===== src/rtl/store_buffer_pkg.sv =====
// Shared types and constants for the store buffer and its forwarding matcher.
// Entry address width is fixed here; the top-level WIDTH parameter must equal SB_AW.
package store_buffer_pkg;

    localparam int SB_DEPTH = 4;
    localparam int SB_PTRW  = $clog2(SB_DEPTH);
    localparam int SB_AW    = 12;

    typedef struct packed {
        logic [SB_AW-1:0] addr;
        logic [31:0]      data;
    } sb_entry_t;

    typedef enum logic [1:0] {
        ARB_IDLE  = 2'd0,
        ARB_LOAD  = 2'd1,
        ARB_DRAIN = 2'd2
    } arb_sel_t;

endpackage


===== src/rtl/store_buffer_match.sv =====
// Youngest-match finder: rotated priority encoder over the live buffer entries.
// Purely combinational; the oldest entry sits at tail-DEPTH, the youngest at tail-1.
module sb_match
    import store_buffer_pkg::*;
#(
    parameter int DEPTH = SB_DEPTH,
    parameter int AW    = SB_AW,
    parameter int PTRW  = $clog2(DEPTH)
) (
    input  logic [DEPTH-1:0]         i_valid,
    input  logic [DEPTH-1:0][AW-1:0] i_addr,
    input  logic [PTRW-1:0]          i_tail,
    input  logic [AW-1:0]            i_lookup,
    output logic                     o_hit,
    output logic [PTRW-1:0]          o_idx
);

    logic [DEPTH-1:0] w_match;

    for (genvar i = 0; i < DEPTH; i++) begin : g_cmp
        assign w_match[i] = i_valid[i] && (i_addr[i] == i_lookup);
    end

    // Walk from oldest to youngest so the last match seen is the youngest.
    always_comb begin
        o_hit = 1'b0;
        o_idx = '0;
        for (int k = DEPTH; k >= 1; k--) begin
            if (w_match[i_tail - PTRW'(k)]) begin
                o_hit = 1'b1;
                o_idx = i_tail - PTRW'(k);
            end
        end
    end

endmodule


===== src/rtl/store_buffer.sv =====
// In-order store buffer with commit/flush, drain to a single-port RAM and load forwarding.
// Load result 1 cycle after acceptance; stores stall when full, loads stall only when a full buffer must drain.
module store_buffer
    import store_buffer_pkg::*;
#(
    parameter int WIDTH = SB_AW,
    parameter int DEPTH = SB_DEPTH,
    parameter int TAGW  = 6
) (
    input  logic             clk,
    input  logic             rst_n,
    input  logic             i_st_valid,
    input  logic [WIDTH-1:0] i_st_addr,
    input  logic [31:0]      i_st_data,
    output logic             o_st_ready,
    input  logic             i_commit,
    input  logic             i_flush,
    input  logic             i_ld_valid,
    input  logic [WIDTH-1:0] i_ld_addr,
    input  logic [TAGW-1:0]  i_ld_tag,
    output logic             o_ld_ready,
    output logic             o_ld_valid,
    output logic [31:0]      o_ld_data,
    output logic [TAGW-1:0]  o_ld_tag,
    output logic             o_we,
    output logic [WIDTH-1:0] o_addr,
    output logic [31:0]      o_data,
    input  logic [31:0]      i_data
);

    localparam int PTRW = $clog2(DEPTH);
    localparam int CW   = PTRW + 1;

    sb_entry_t              r_mem [DEPTH];
    logic [PTRW-1:0]        r_head, r_cmt, r_tail;
    logic [CW-1:0]          r_count, r_ncmt;
    logic                   r_ld_vld, r_ld_hit;
    logic [31:0]            r_ld_fwd;
    logic [TAGW-1:0]        r_ld_tag;

    logic [DEPTH-1:0]            w_valid;
    logic [DEPTH-1:0][WIDTH-1:0] w_addrs;
    logic                        w_hit;
    logic [PTRW-1:0]             w_hit_idx;
    logic                        w_full, w_has_cmt, w_has_unc;
    logic                        w_enq, w_commit, w_drain, w_ld;
    logic [PTRW-1:0]             w_cmt_nxt;
    logic [CW-1:0]               w_ncmt_nxt;
    arb_sel_t                    w_sel;

    // An entry is live when its distance from head is below the occupancy.
    for (genvar i = 0; i < DEPTH; i++) begin : g_live
        assign w_valid[i] = {1'b0, PTRW'(i) - r_head} < r_count;
        assign w_addrs[i] = r_mem[i].addr;
    end

    sb_match #(.DEPTH(DEPTH), .AW(WIDTH), .PTRW(PTRW)) u_match (
        .i_valid  (w_valid),
        .i_addr   (w_addrs),
        .i_tail   (r_tail),
        .i_lookup (i_ld_addr),
        .o_hit    (w_hit),
        .o_idx    (w_hit_idx)
    );

    assign w_full    = (r_count == CW'(DEPTH));
    assign w_has_cmt = (r_ncmt != '0);
    assign w_has_unc = (r_count != r_ncmt);

    always_comb begin
        w_sel = ARB_IDLE;
        if (w_full && w_has_cmt)     w_sel = ARB_DRAIN;
        else if (i_ld_valid && rst_n) w_sel = ARB_LOAD;
        else if (w_has_cmt)          w_sel = ARB_DRAIN;
    end

    assign w_drain    = (w_sel == ARB_DRAIN);
    assign w_ld       = (w_sel == ARB_LOAD);
    assign o_ld_ready = w_ld;
    assign o_st_ready = ~w_full;

    // Forwarded loads leave the RAM port idle.
    assign o_we   = w_drain;
    assign o_addr = w_drain ? r_mem[r_head].addr :
                    (w_ld && !w_hit) ? i_ld_addr : '0;
    assign o_data = w_drain ? r_mem[r_head].data : '0;

    assign w_enq      = i_st_valid && !w_full && !i_flush;
    assign w_commit   = i_commit && w_has_unc;
    assign w_cmt_nxt  = r_cmt + PTRW'(w_commit);
    assign w_ncmt_nxt = r_ncmt + CW'(w_commit) - CW'(w_drain);

    always_ff @(posedge clk or negedge rst_n) begin
        if (!rst_n) begin
            r_head  <= '0;
            r_cmt   <= '0;
            r_tail  <= '0;
            r_count <= '0;
            r_ncmt  <= '0;
        end else begin
            r_head <= r_head + PTRW'(w_drain);
            r_cmt  <= w_cmt_nxt;
            r_ncmt <= w_ncmt_nxt;
            if (i_flush) begin
                r_tail  <= w_cmt_nxt;
                r_count <= w_ncmt_nxt;
            end else begin
                r_tail  <= r_tail + PTRW'(w_enq);
                r_count <= r_count + CW'(w_enq) - CW'(w_drain);
            end
        end
    end

    always_ff @(posedge clk) begin
        if (w_enq) r_mem[r_tail] <= '{addr: i_st_addr, data: i_st_data};
    end

    always_ff @(posedge clk or negedge rst_n) begin
        if (!rst_n) begin
            r_ld_vld <= 1'b0;
            r_ld_hit <= 1'b0;
            r_ld_fwd <= '0;
            r_ld_tag <= '0;
        end else begin
            r_ld_vld <= w_ld;
            if (w_ld) begin
                r_ld_tag <= i_ld_tag;
                r_ld_hit <= w_hit;
                r_ld_fwd <= r_mem[w_hit_idx].data;
            end
        end
    end

    assign o_ld_valid = r_ld_vld;
    assign o_ld_tag   = r_ld_tag;
    assign o_ld_data  = !r_ld_vld ? '0 : (r_ld_hit ? r_ld_fwd : i_data);

endmodule


===== config.mk =====
export PLATFORM = sky130hd
export DESIGN_NAME = store_buffer
export DESIGN_NICKNAME = d
export VERILOG_FILES = /design/src/rtl/store_buffer_pkg.sv /design/src/rtl/store_buffer_match.sv /design/src/rtl/store_buffer.sv
export SDC_FILE = /design/constraint.sdc
export NUM_CORES = 1
export LEC_CHECK = 0
export CELL_PAD_IN_SITES_DETAIL_PLACEMENT = 0
export CELL_PAD_IN_SITES_GLOBAL_PLACEMENT = 2
export CORE_ASPECT_RATIO = 1.2
export CORE_MARGIN = 4
export CORE_UTILIZATION = 38
export DETAILED_ROUTE_END_ITERATION = 8
export PLACE_DENSITY_LB_ADDON = 0.15
export SYNTH_ARGS = -nofsm -noshare
export SYNTH_HDL_FRONTEND = slang
export SYNTH_SLANG_ARGS = --single-unit

===== constraint.sdc =====
create_clock -name clk -period 5.5 [get_ports clk]
set_input_delay 1.1 -clock clk [delete_from_list [all_inputs] [get_ports clk]]
set_output_delay 1.1 -clock clk [all_outputs]
set_load 0.02 [all_outputs]

==> run metrics <==
row count 69; flops & latches, synth 228; initial antenna violation count 3; layout cell share with drive strength beyond 1 16.55%; clk slew on worst S/H paths 0.06 ns; internal power 4574 uW; routed len/inst 24.44 um; Critical Path Start i_ld_addr[11]; CP arrival 4.00 ns; DIE WIDTH 167.0 um; Avg Inst Size Synth 14.78 um2; Nets 1,060; pwr/cell area 476.7 nW/um2; outcome complete, no violations; post_cts resized 0; I/O pins 186; drt drc 0; final antenna-violating net count 0; DPL Wire Length 21,380 um; FF/Latch Area 6593 um2; fin. max-slew vios 0; async set or reset register ratio after synthesis 22.81%; critical path's most frequent cell clkdlybuf4s50_1; Flop pwr share 35.6%; initial drt markers 439; period utilization 92.68%; Crit Reg-Reg Startpoint r_head[0]; Clk pwr share 24.8%; crit end category primary output; Mapped Area 11,530 um2; number of filler cells placed in the layout 2,582; DR vias/cell 5.510; crit start category input pin; leakage 0.005290 uW; I/O Buffers 185; Worst Tran Pin Value 1.212 ns; slew margin rel. 18.90%; gr ovfl total 0; Syn Nets 897; area delta synth->final 26.69%; RSZ-0062 raised after global routing false; TritonCTS buffer count 24; CTS root buffer clkbuf_16; hold_sp r_cmt[1]; Tmin final 5.097 ns; Total GRT Usage 19.50%; number of synthesized flops with an enable pin 176; Warnings, synthesis 0; commonest cells after routing, fill and taps aside clkdlybuf4s50_1 (184), edfxtp_1 (176), mux2i_1 (64); Routed WL 33,040 um; sequential area share after synthesis 57.14%; switching share of power 34.28%; fin area 14,600 um2; worst skew pair latency 0.52 ns; CP Max Fanout 12; commonest non-fill, non-tap cell in the layout clkdlybuf4s50_1; Starting Density 38.70%; TritonCTS clock tree built; die area 33,200 um2; setup TNS 0 ns; Critical Path RT 4.40 ns; hold buffer count at CTS 0; DP Area 13,750 um2; core box area 29,780 um2; Post-Syn Instances 780; clock sink count 228; Vias 7,450; Crit-path slowest cell clkdlybuf4s50_1; clk_skew 0.01246 ns; Netlist cell types 52; Core Util, Final 49.03%; largest net degree at the start of global routing 65; RD Place Congestion 0.7922; max incr delay on CP 0.61 ns; Hold Vio Cnt, Final 0; vias in the first global route 8,323; top_reg_cell synth edfxtp_1; postcts setup bufs 0; area of the multi-input gates 4583 um2; FMAX 196.2 MHz; Max Buffers Root-to-Sink 3; IR drop worst, VDD 0.0002765 V; first-pass GRT wire length 50,150 um; switching pwr 2387 uW; final setup violation count 0; DR pass1 iterations 4; logic gate share of total power 39.6%; Die H 198.8 um; Tightest Hold Check Type flip-flop to flip-flop; max_cap viols 0; Crit Path Class input pin to primary output; CP cell instances clkdlybuf4s50_1 > xor2_1 > nor4_2 > o211ai_1 > o21ai_0 > nor4b_2 > buf_4 > a22o_1 > clkdlybuf4s50_1; # H-tree levels 1
==> power groups by stage <==
stage               sequential, uW  clock, uW  combinational [uW]
CTS                           2490       1770                2810
detailed placement            2520          0                2780
global placement              2500          0                2770
global route                  2520       1840                2980
finish                        2480       1730                2760
floorplan                     2350          0                1770
==> path summary, 6_finish.rpt <==
path                       slack (ns)  cells past startpoint            to
min in group asynchronous        0.85                      2  r_ld_fwd[16]
hold reg to reg                  0.47                      1      r_cmt[1]
setup reg to reg                 1.72                     10  r_ld_fwd[16]
setup / recovery                 0.40                      9     o_addr[3]
max in group asynchronous        4.05                      2     r_head[1]
hold / removal                   0.47                      1      r_cmt[1]
==> sequential cells by signal, indices dropped and copies added (netlist names) <==
name	flops
o_ld_valid	1
r_ld_hit	1
o_ld_tag	6
r_mem	176
r_tail	2
r_cmt	2
r_ncmt	3
r_ld_fwd	32
r_head	2
r_count	3
==> metrics by stage <==
| stage | setup slack, ns | power, uW | hold slack [ns] | cells |
|---|---|---|---|---|
| 2_1_floorplan | 1.026 | 4117 | 0.4321 | 780 |
| 3_3_place_gp | 0.4827 | 5268 | 0.4462 | 1307 |
| 3_5_place_dp | 0.3974 | 5305 | 0.4611 | 1307 |
| 4_1_cts | 0.3771 | 7064 | 0.4728 | 1351 |
| 5_1_grt | 0.2348 | 7337 | 0.4941 | 1351 |
| 6_report | 0.4028 | 6961 | 0.4729 | 1352 |
==> critical path, delay by kind of cell <==
kind	cells	cell delay, ns
AOI/OAI and AO/OA	3	0.87
buffers and inverters	3	1.37
and+or+nand+nor	2	0.49
xor gates and xnor gates	1	0.15
==> per-layer routing <==
layer	share of wire [%]	up-vias	track usage, %
li1	-	3357	-
met1	39	3835	22.66
met2	54	201	36.58
met3	4.9	51	3.975
met4	2.2	6	5.396
met5	0.11	-	0
==> synth_stat cells, types with 25 or more instances <==
library cell,n,share of area [%]
a211oi_1,31,2.0
a211oi_2,26,2.8
and2_1,38,2.1
clkbuf_1,40,1.3
dfrtp_1,52,11
edfxtp_1,176,46
mux2i_1,64,5.6
mux4_2,44,8.6
nor2_1,35,1.1
nor2b_1,32,1.7
o2111a_1,25,2.4
xor2_1,43,3.3
==> cell type report <==
type                            instances  share of cell area [%]
Timing Repair Buffer                  205                   13.85
Multi-Input combinational cell        468                   31.38
Clock inverter                         12                   1.122
Sequential cell                       228                   45.14
Antenna cell                            1                 0.01714
Tap cell                              390                   3.341
Inverter                               16                  0.4112
Clock buffer                           32                   4.738
==> kinds of logic after synthesis <==
family / synth area share, %
compound gates: 10.49
xor+xnor: 4.483
fa+ha+maj: 1.975
buf+inv: 3.538
flops: 57.14
mux: 15.13
simple gates: 7.251
Note: power is estimated with default switching activity, not from simulation.
